## config.mk

```make
export PLATFORM = sky130hd
export DESIGN_NAME = fetch_unit_pf
export DESIGN_NICKNAME = d
export VERILOG_FILES = /design/src/rtl/fetch_pkg.sv /design/src/rtl/sync_fifo.sv /design/src/rtl/fetch_unit_pf.sv
export SDC_FILE = /design/constraint.sdc
export NUM_CORES = 1
export LEC_CHECK = 0
export ABC_AREA = 0
export ABC_CLOCK_PERIOD_IN_PS = 9000
export CAP_MARGIN = 20
export CORE_ASPECT_RATIO = 0.5
export CORE_UTILIZATION = 60
export DETAILED_ROUTE_END_ITERATION = 8
export PLACE_DENSITY = 0.87
export REMOVE_ABC_BUFFERS = 1
export SETUP_SLACK_MARGIN = 0.1
export SLEW_MARGIN = 15
export SYNTH_ARGS = -nofsm -noshare
export SYNTH_HDL_FRONTEND = slang
export SYNTH_SLANG_ARGS = --single-unit
```

## constraint.sdc

```tcl
create_clock -name clk -period 9 [get_ports clk]
set_clock_uncertainty 0.2 [all_clocks]
set_input_delay 1.8 -clock clk [delete_from_list [all_inputs] [get_ports clk]]
set_output_delay 1.8 -clock clk [all_outputs]
set_load 0.02 [all_outputs]
```

## src/rtl/fetch_pkg.sv

```systemverilog
// Shared definitions for the prefetching instruction-fetch front end.
//   INSTR_W        : instruction word width
//   PC_MAX_W       : widest PC the target helpers support; callers zero-extend
//                    their PC into this width and keep the low ADDR_W bits
//   fetch_state_e  : FETCH (normal) / FLUSH (stale responses still in flight)
//   branch_target  : pc + 4 + (sext(off16) << 2), wrapping
//   jump_target    : {pc[top:28], tgt26, 2'b00}
package fetch_pkg;

  localparam int INSTR_W  = 32;
  localparam int PC_MAX_W = 64;

  typedef enum logic {
    FETCH = 1'b0,
    FLUSH = 1'b1
  } fetch_state_e;

  function automatic logic [PC_MAX_W-1:0] branch_target(
    input logic [PC_MAX_W-1:0] pc,
    input logic [15:0]         off16
  );
    return pc + PC_MAX_W'(4) + {{(PC_MAX_W-18){off16[15]}}, off16, 2'b00};
  endfunction

  // Keeps the PC's region bits above bit 27 and replaces everything below.
  function automatic logic [PC_MAX_W-1:0] jump_target(
    input logic [PC_MAX_W-1:0] pc,
    input logic [25:0]         tgt26
  );
    return (pc & {{(PC_MAX_W-28){1'b1}}, 28'b0}) |
           {{(PC_MAX_W-28){1'b0}}, tgt26, 2'b00};
  endfunction

endpackage

```

## src/rtl/sync_fifo.sv

```systemverilog
// Single-clock FIFO with registered storage and a combinational head.
//   clk, reset      : clock, asynchronous active-high reset
//   push / wdata    : write; accepted when not full, or when full with a pop
//   pop             : remove head; ignored when empty (no bypass of a push)
//   clear           : discard all entries, overrides push and pop
//   rdata           : current head entry
//   full/empty/count: occupancy
module sync_fifo #(
  parameter int WIDTH = 8,
  parameter int DEPTH = 4
) (
  input  logic                     clk,
  input  logic                     reset,
  input  logic                     push,
  input  logic                     pop,
  input  logic                     clear,
  input  logic [WIDTH-1:0]         wdata,
  output logic [WIDTH-1:0]         rdata,
  output logic                     full,
  output logic                     empty,
  output logic [$clog2(DEPTH):0]   count
);

  localparam int PTR_W = $clog2(DEPTH);
  localparam int CNT_W = PTR_W + 1;

  logic [WIDTH-1:0] mem [DEPTH];
  logic [PTR_W-1:0] wr_ptr;
  logic [PTR_W-1:0] rd_ptr;
  logic             do_push;
  logic             do_pop;

  assign empty   = (count == '0);
  assign full    = (count == CNT_W'(DEPTH));
  assign do_pop  = pop && !empty;
  assign do_push = push && (!full || do_pop);
  assign rdata   = mem[rd_ptr];

  // NOTE: sequential state uses non-blocking assignments so every register
  // samples pre-edge values regardless of statement order.
  always_ff @(posedge clk or posedge reset) begin
    if (reset) begin
      wr_ptr <= '0;
      rd_ptr <= '0;
      count  <= '0;
    end else if (clear) begin
      wr_ptr <= '0;
      rd_ptr <= '0;
      count  <= '0;
    end else begin
      if (do_push) wr_ptr <= wr_ptr + PTR_W'(1);
      if (do_pop)  rd_ptr <= rd_ptr + PTR_W'(1);
      count <= count + CNT_W'(do_push) - CNT_W'(do_pop);
    end
  end

  // NOTE: storage is deliberately not reset; pointers and count define which
  // entries are meaningful, so resetting the array would only add logic.
  always_ff @(posedge clk) begin
    if (do_push && !clear) mem[wr_ptr] <= wdata;
  end

endmodule

```

## src/rtl/fetch_unit_pf.sv

```systemverilog
// Pipelined instruction fetch with a prefetch FIFO and redirect flushing.
//   clk, reset        : clock, asynchronous active-high reset
//   imem_req/addr/gnt : request channel; accepted on req && gnt
//   imem_rvalid/rdata : in-order responses, at least one cycle after grant
//   instr_valid/instr/instr_pc/instr_ready : decode handshake on FIFO head
//   redir_*           : single-cycle branch/jump redirect
//   busy_flush        : high while responses from before a redirect are dropped
// ADDR_W must be in 28..63; FIFO_DEPTH a power of two >= 2; MAX_OUTST >= 1.
module fetch_unit_pf
  import fetch_pkg::*;
#(
  parameter int                ADDR_W     = 32,
  parameter int                FIFO_DEPTH = 4,
  parameter int                MAX_OUTST  = 2,
  parameter logic [ADDR_W-1:0] RESET_PC   = '0
) (
  input  logic               clk,
  input  logic               reset,
  output logic               imem_req,
  output logic [ADDR_W-1:0]  imem_addr,
  input  logic               imem_gnt,
  input  logic               imem_rvalid,
  input  logic [INSTR_W-1:0] imem_rdata,
  output logic               instr_valid,
  output logic [INSTR_W-1:0] instr,
  output logic [ADDR_W-1:0]  instr_pc,
  input  logic               instr_ready,
  input  logic               redir_valid,
  input  logic               redir_jump,
  input  logic [ADDR_W-1:0]  redir_pc,
  input  logic [15:0]        redir_off,
  input  logic [25:0]        redir_tgt,
  output logic               busy_flush
);

  localparam int OUT_W = $clog2(MAX_OUTST + 1);
  localparam int CNT_W = $clog2(FIFO_DEPTH) + 1;

  fetch_state_e              state, state_nxt;
  logic [OUT_W-1:0]          outstanding, outst_nxt;
  logic [OUT_W-1:0]          drop_cnt, drop_nxt;
  logic [ADDR_W-1:0]         fetch_pc, resp_pc, redir_target;
  logic [PC_MAX_W-1:0]       pc_wide, br_wide, jmp_wide;
  logic [CNT_W-1:0]          fifo_count;
  logic                      fifo_full, fifo_empty, fifo_push, fifo_pop;
  logic                      grant;
  logic [INSTR_W+ADDR_W-1:0] fifo_wdata, fifo_rdata;
  logic                      unused_ok;

  // Credit check counts in-flight requests against free FIFO slots, so every
  // response is guaranteed somewhere to land. Reset gates the request so the
  // output drops in the same cycle reset is asserted.
  assign imem_req = !reset && !redir_valid &&
                    (32'(outstanding) + 32'(fifo_count) < FIFO_DEPTH) &&
                    (32'(outstanding) < MAX_OUTST);
  assign imem_addr = fetch_pc;
  assign grant     = imem_req && imem_gnt;
  assign outst_nxt = outstanding + OUT_W'(grant) - OUT_W'(imem_rvalid);

  always_comb begin
    pc_wide                = '0;
    pc_wide[ADDR_W-1:0]    = redir_pc;
    br_wide                = branch_target(pc_wide, redir_off);
    jmp_wide               = jump_target(pc_wide, redir_tgt);
    redir_target           = redir_jump ? jmp_wide[ADDR_W-1:0] : br_wide[ADDR_W-1:0];
  end

  // NOTE: every signal driven here gets a default first so no path leaves it
  // unassigned, which would otherwise infer a latch.
  always_comb begin
    state_nxt = state;
    drop_nxt  = drop_cnt;
    fifo_push = 1'b0;
    if (redir_valid) begin
      // A response arriving this cycle belongs to the old stream and is simply
      // not pushed; only what is still in flight afterwards must be dropped.
      drop_nxt  = outst_nxt;
      state_nxt = (outst_nxt != '0) ? FLUSH : FETCH;
    end else begin
      if (imem_rvalid) begin
        if (drop_cnt != '0) drop_nxt  = drop_cnt - OUT_W'(1);
        else                fifo_push = 1'b1;
      end
      if (state == FLUSH && drop_nxt == '0) state_nxt = FETCH;
    end
  end

  always_ff @(posedge clk or posedge reset) begin
    if (reset) begin
      state    <= FETCH;
      drop_cnt <= '0;
    end else begin
      state    <= state_nxt;
      drop_cnt <= drop_nxt;
    end
  end

  always_ff @(posedge clk or posedge reset) begin
    if (reset) begin
      outstanding <= '0;
      fetch_pc    <= RESET_PC;
      resp_pc     <= RESET_PC;
    end else begin
      outstanding <= outst_nxt;
      if (redir_valid) begin
        fetch_pc <= redir_target;
        resp_pc  <= redir_target;
      end else begin
        if (grant)     fetch_pc <= fetch_pc + ADDR_W'(4);
        if (fifo_push) resp_pc  <= resp_pc + ADDR_W'(4);
      end
    end
  end

  // The handshake in a redirect cycle still completes: decode has taken the
  // head, and the clear removes only what remains.
  assign fifo_pop   = instr_valid && instr_ready;
  assign fifo_wdata = {imem_rdata, resp_pc};

  sync_fifo #(
    .WIDTH (INSTR_W + ADDR_W),
    .DEPTH (FIFO_DEPTH)
  ) u_fifo (
    .clk   (clk),
    .reset (reset),
    .push  (fifo_push),
    .pop   (fifo_pop),
    .clear (redir_valid),
    .wdata (fifo_wdata),
    .rdata (fifo_rdata),
    .full  (fifo_full),
    .empty (fifo_empty),
    .count (fifo_count)
  );

  assign instr_valid = !fifo_empty;
  assign instr       = fifo_rdata[ADDR_W +: INSTR_W];
  assign instr_pc    = fifo_rdata[ADDR_W-1:0];
  assign busy_flush  = (state == FLUSH);

  // Full is implied by the credit check; the upper helper bits exceed ADDR_W.
  assign unused_ok = ^{fifo_full, br_wide[PC_MAX_W-1:ADDR_W], jmp_wide[PC_MAX_W-1:ADDR_W]};

endmodule

```

==> results.toml <==
[status]
status = "completed"

[cells_and_area]
syn_to_final_growth_pct = 21.6
drive_above_1_share_pct = 11.0
seqCellArea_um2 = 9590
n_fill_cell = 1533
multiInputGateArea_um2 = 5600
layout.nets = 1453
final_cell_mix = "edfxtp_1 (256), clkdlybuf4s50_1 (209), nand2_1 (85)"
final_common_cell = "edfxtp_1"
n_antenna_cell = 0
post_layout_nonfiller_instances = 1635

[synthesis]
ys_warn_count = 0
synth-seq-cells = 332
synth-xor-area-share_pct = 3.63
synth_compound_area_share_pct = 9.17
synth-simple-area-share_pct = 7.84
synthMuxAreaShare_pct = 9.82
synth_cell_types = 68
synth_top_area_share_pct = 49.8
yosys-top-cells-area = "edfxtp_1 (50%), dfrtp_1 (12%), mux4_2 (9.3%)"
synthArstFlopShare_pct = 22.9
synth.largest_area_cell = "edfxtp_1"
syn_area_per_cell_um2 = 14.6
synthAdderAreaFrac_pct = 5.78
synthesis.area_um2 = 15400
ys.flop_type = "edfxtp_1"
synth_seq_area_share_pct = 62.2
netlist_instances = 1058
synth_top_family_by_area = "multiplexers"
synth_enable_flop_cells = 256

[timing]
finalHoldViolCount = 0
min_period_over_period_pct = 63.9
setup_viol = 0
slew_viol_final = 0
tns_ns = 0
timing.hold.ws_ns = 0.323
tightest_slew_ns = 0.981
max_slew_margin_pct = 34.6
rsz0062_at_grt = "no"
final.min_clock_period_ns = 5.75
fmax_ghz = 0.174
layout_setup_ws_ns = 3.25

[clocking]
cts-root-buf = "clkbuf_16"
cts_sinks = 332
htreeDepth = 1
clk_pin_slew_ns = 0.06
cts_buffers = 28
cts_tree = "built"
cts.path.max_buffers = 3
cts_hold_buf = 0
cts_setup_buffers = 0
post_cts_resized = 0
worstSkewPairLatency_ns = 0.53

[critical_path]
cp.required_ns = 7.00
r2r_start = "u_fifo.count[1]"
worst-r2r-cell-count = 11
critPathLaunchType = "input port"
r2r_end = "imem_addr[28]"
arrival_ns = 3.75
path_max_fanout = 2
crit_type = "in2out"
worst_setup_path_end_kind = "output pin"
r2r_slack_ns = 5.55

[routing]
antenna_left = 0
drc = 0
drt_wl_total_mm = 35.1
firstDrtPassIters = 5
initialDrtViolationCount = 913
num_vias = 9916
wire_per_inst_um = 21.5
viasPerCell = 6.06

[power_and_ir_drop]
ir_drop_mv = 0.132
p_leak_nw = 6.74
powerDensity_nw_per_um2 = 233

[die]
coreArea_um2 = 25200
die_y_um = 115
io_pins = 212
rows = 41
die-area_um2 = 26400
start_util_pct = 61.1
die_w_um = 229

[global_route]
overflow = 0
antenna_found_initial = 0
grt_pass1_wl_mm = 54.4
grtUsageTotal_pct = 26.7
grt_pass1_vias = 9809
grt_max_degree = 77

[placed_design]
dp.cells = 1584
hpwl_mm = 23.3
port_buffers = 211
gp_congestion = 0.894
dp_slack_ns = 3.23

[flow_run]
cap_violations = 0

[min_path]
hp-start = "imem_addr[13]"
min_path_cells = 1
hp-class = "reg2reg"
whs_endpoint = "imem_addr[13]"
final cells by class:
cell class                      instances  area share (%)
Clock buffer                           35            4.04
Multi-Input combinational cell        665            29.8
Inverter                               21           0.447
Tap cell                              344            2.30
Sequential cell                       332            51.2
Clock inverter                         16           0.567
Timing Repair Buffer                  222            11.6
worst max-delay path, cell delays in order:
cell	delay (ns)
clkdlybuf4s50_1	0.43
or4_1	0.53
a311oi_2	0.33
clkdlybuf4s50_1	0.66
flip-flops by register name (all words and copies together), names as in the netlist:
| register | cells |
|---|---|
| imem_addr | 32 |
| outstanding | 2 |
| drop_cnt | 2 |
| resp_pc | 32 |
| u_fifo.rd_ptr | 2 |
| u_fifo.wr_ptr | 2 |
| busy_flush | 1 |
| u_fifo.mem | 256 |
| u_fifo.count | 3 |
power breakdown:
part | total, W | internal (W) | switching (W) | leakage (nW)
Combinational | 0.00125 | 0.000620 | 0.000633 | 3.09
Clock | 0.00114 | 0.000626 | 0.000512 | 0.424
Sequential | 0.00197 | 0.00181 | 0.000157 | 3.23
metal layers:
layer	track usage, %	part of all wire [%]	vias to the layer above
li1	-	-	4537
met1	38.7	44	4943
met2	43.2	48	386
met3	4.02	5.9	50
met4	7.11	2.2	0
met5	0	0	-
how the worst max path moves through the flow:
stage                                start             to
final                                reset       imem_req
after global routing                 reset       imem_req
after CTS                            reset       imem_req
after detailed placement     redir_off[15]  imem_addr[26]
after global placement               reset       imem_req
after floorplan           u_fifo.rd_ptr[0]       instr[0]
cells in the mapped netlist, types with 17 or more instances:
library cell,number
nand3_1,19
dfrtp_1,76
edfxtp_1,256
and3_1,21
nor2_1,52
a31oi_1,19
mux4_2,64
a21oi_1,57
ha_1,68
xor2_1,35
clkbuf_1,20
a21o_1,17
o21ai_0,31
inv_1,19
nand2_1,85
xnor2_1,29
metrics by stage:
stage	utilization (%)	instance area (µm²)	power, W
after floorplan	-	15300	0.00272
after global placement	70.9	17900	0.00320
after detailed placement	70.9	17900	0.00324
after CTS	74.3	18800	0.00439
after global routing	74.3	18800	0.00455
final	74.3	18800	0.00436
logic make-up after synthesis:
logic type      after synthesis
fa+ha+maj                    70
simple gates                246
mux                          71
xor+xnor                     64
flops                       332
compound gates              214
buf+inv                      61
No activity file was read; power rests on OpenSTA's default activity.
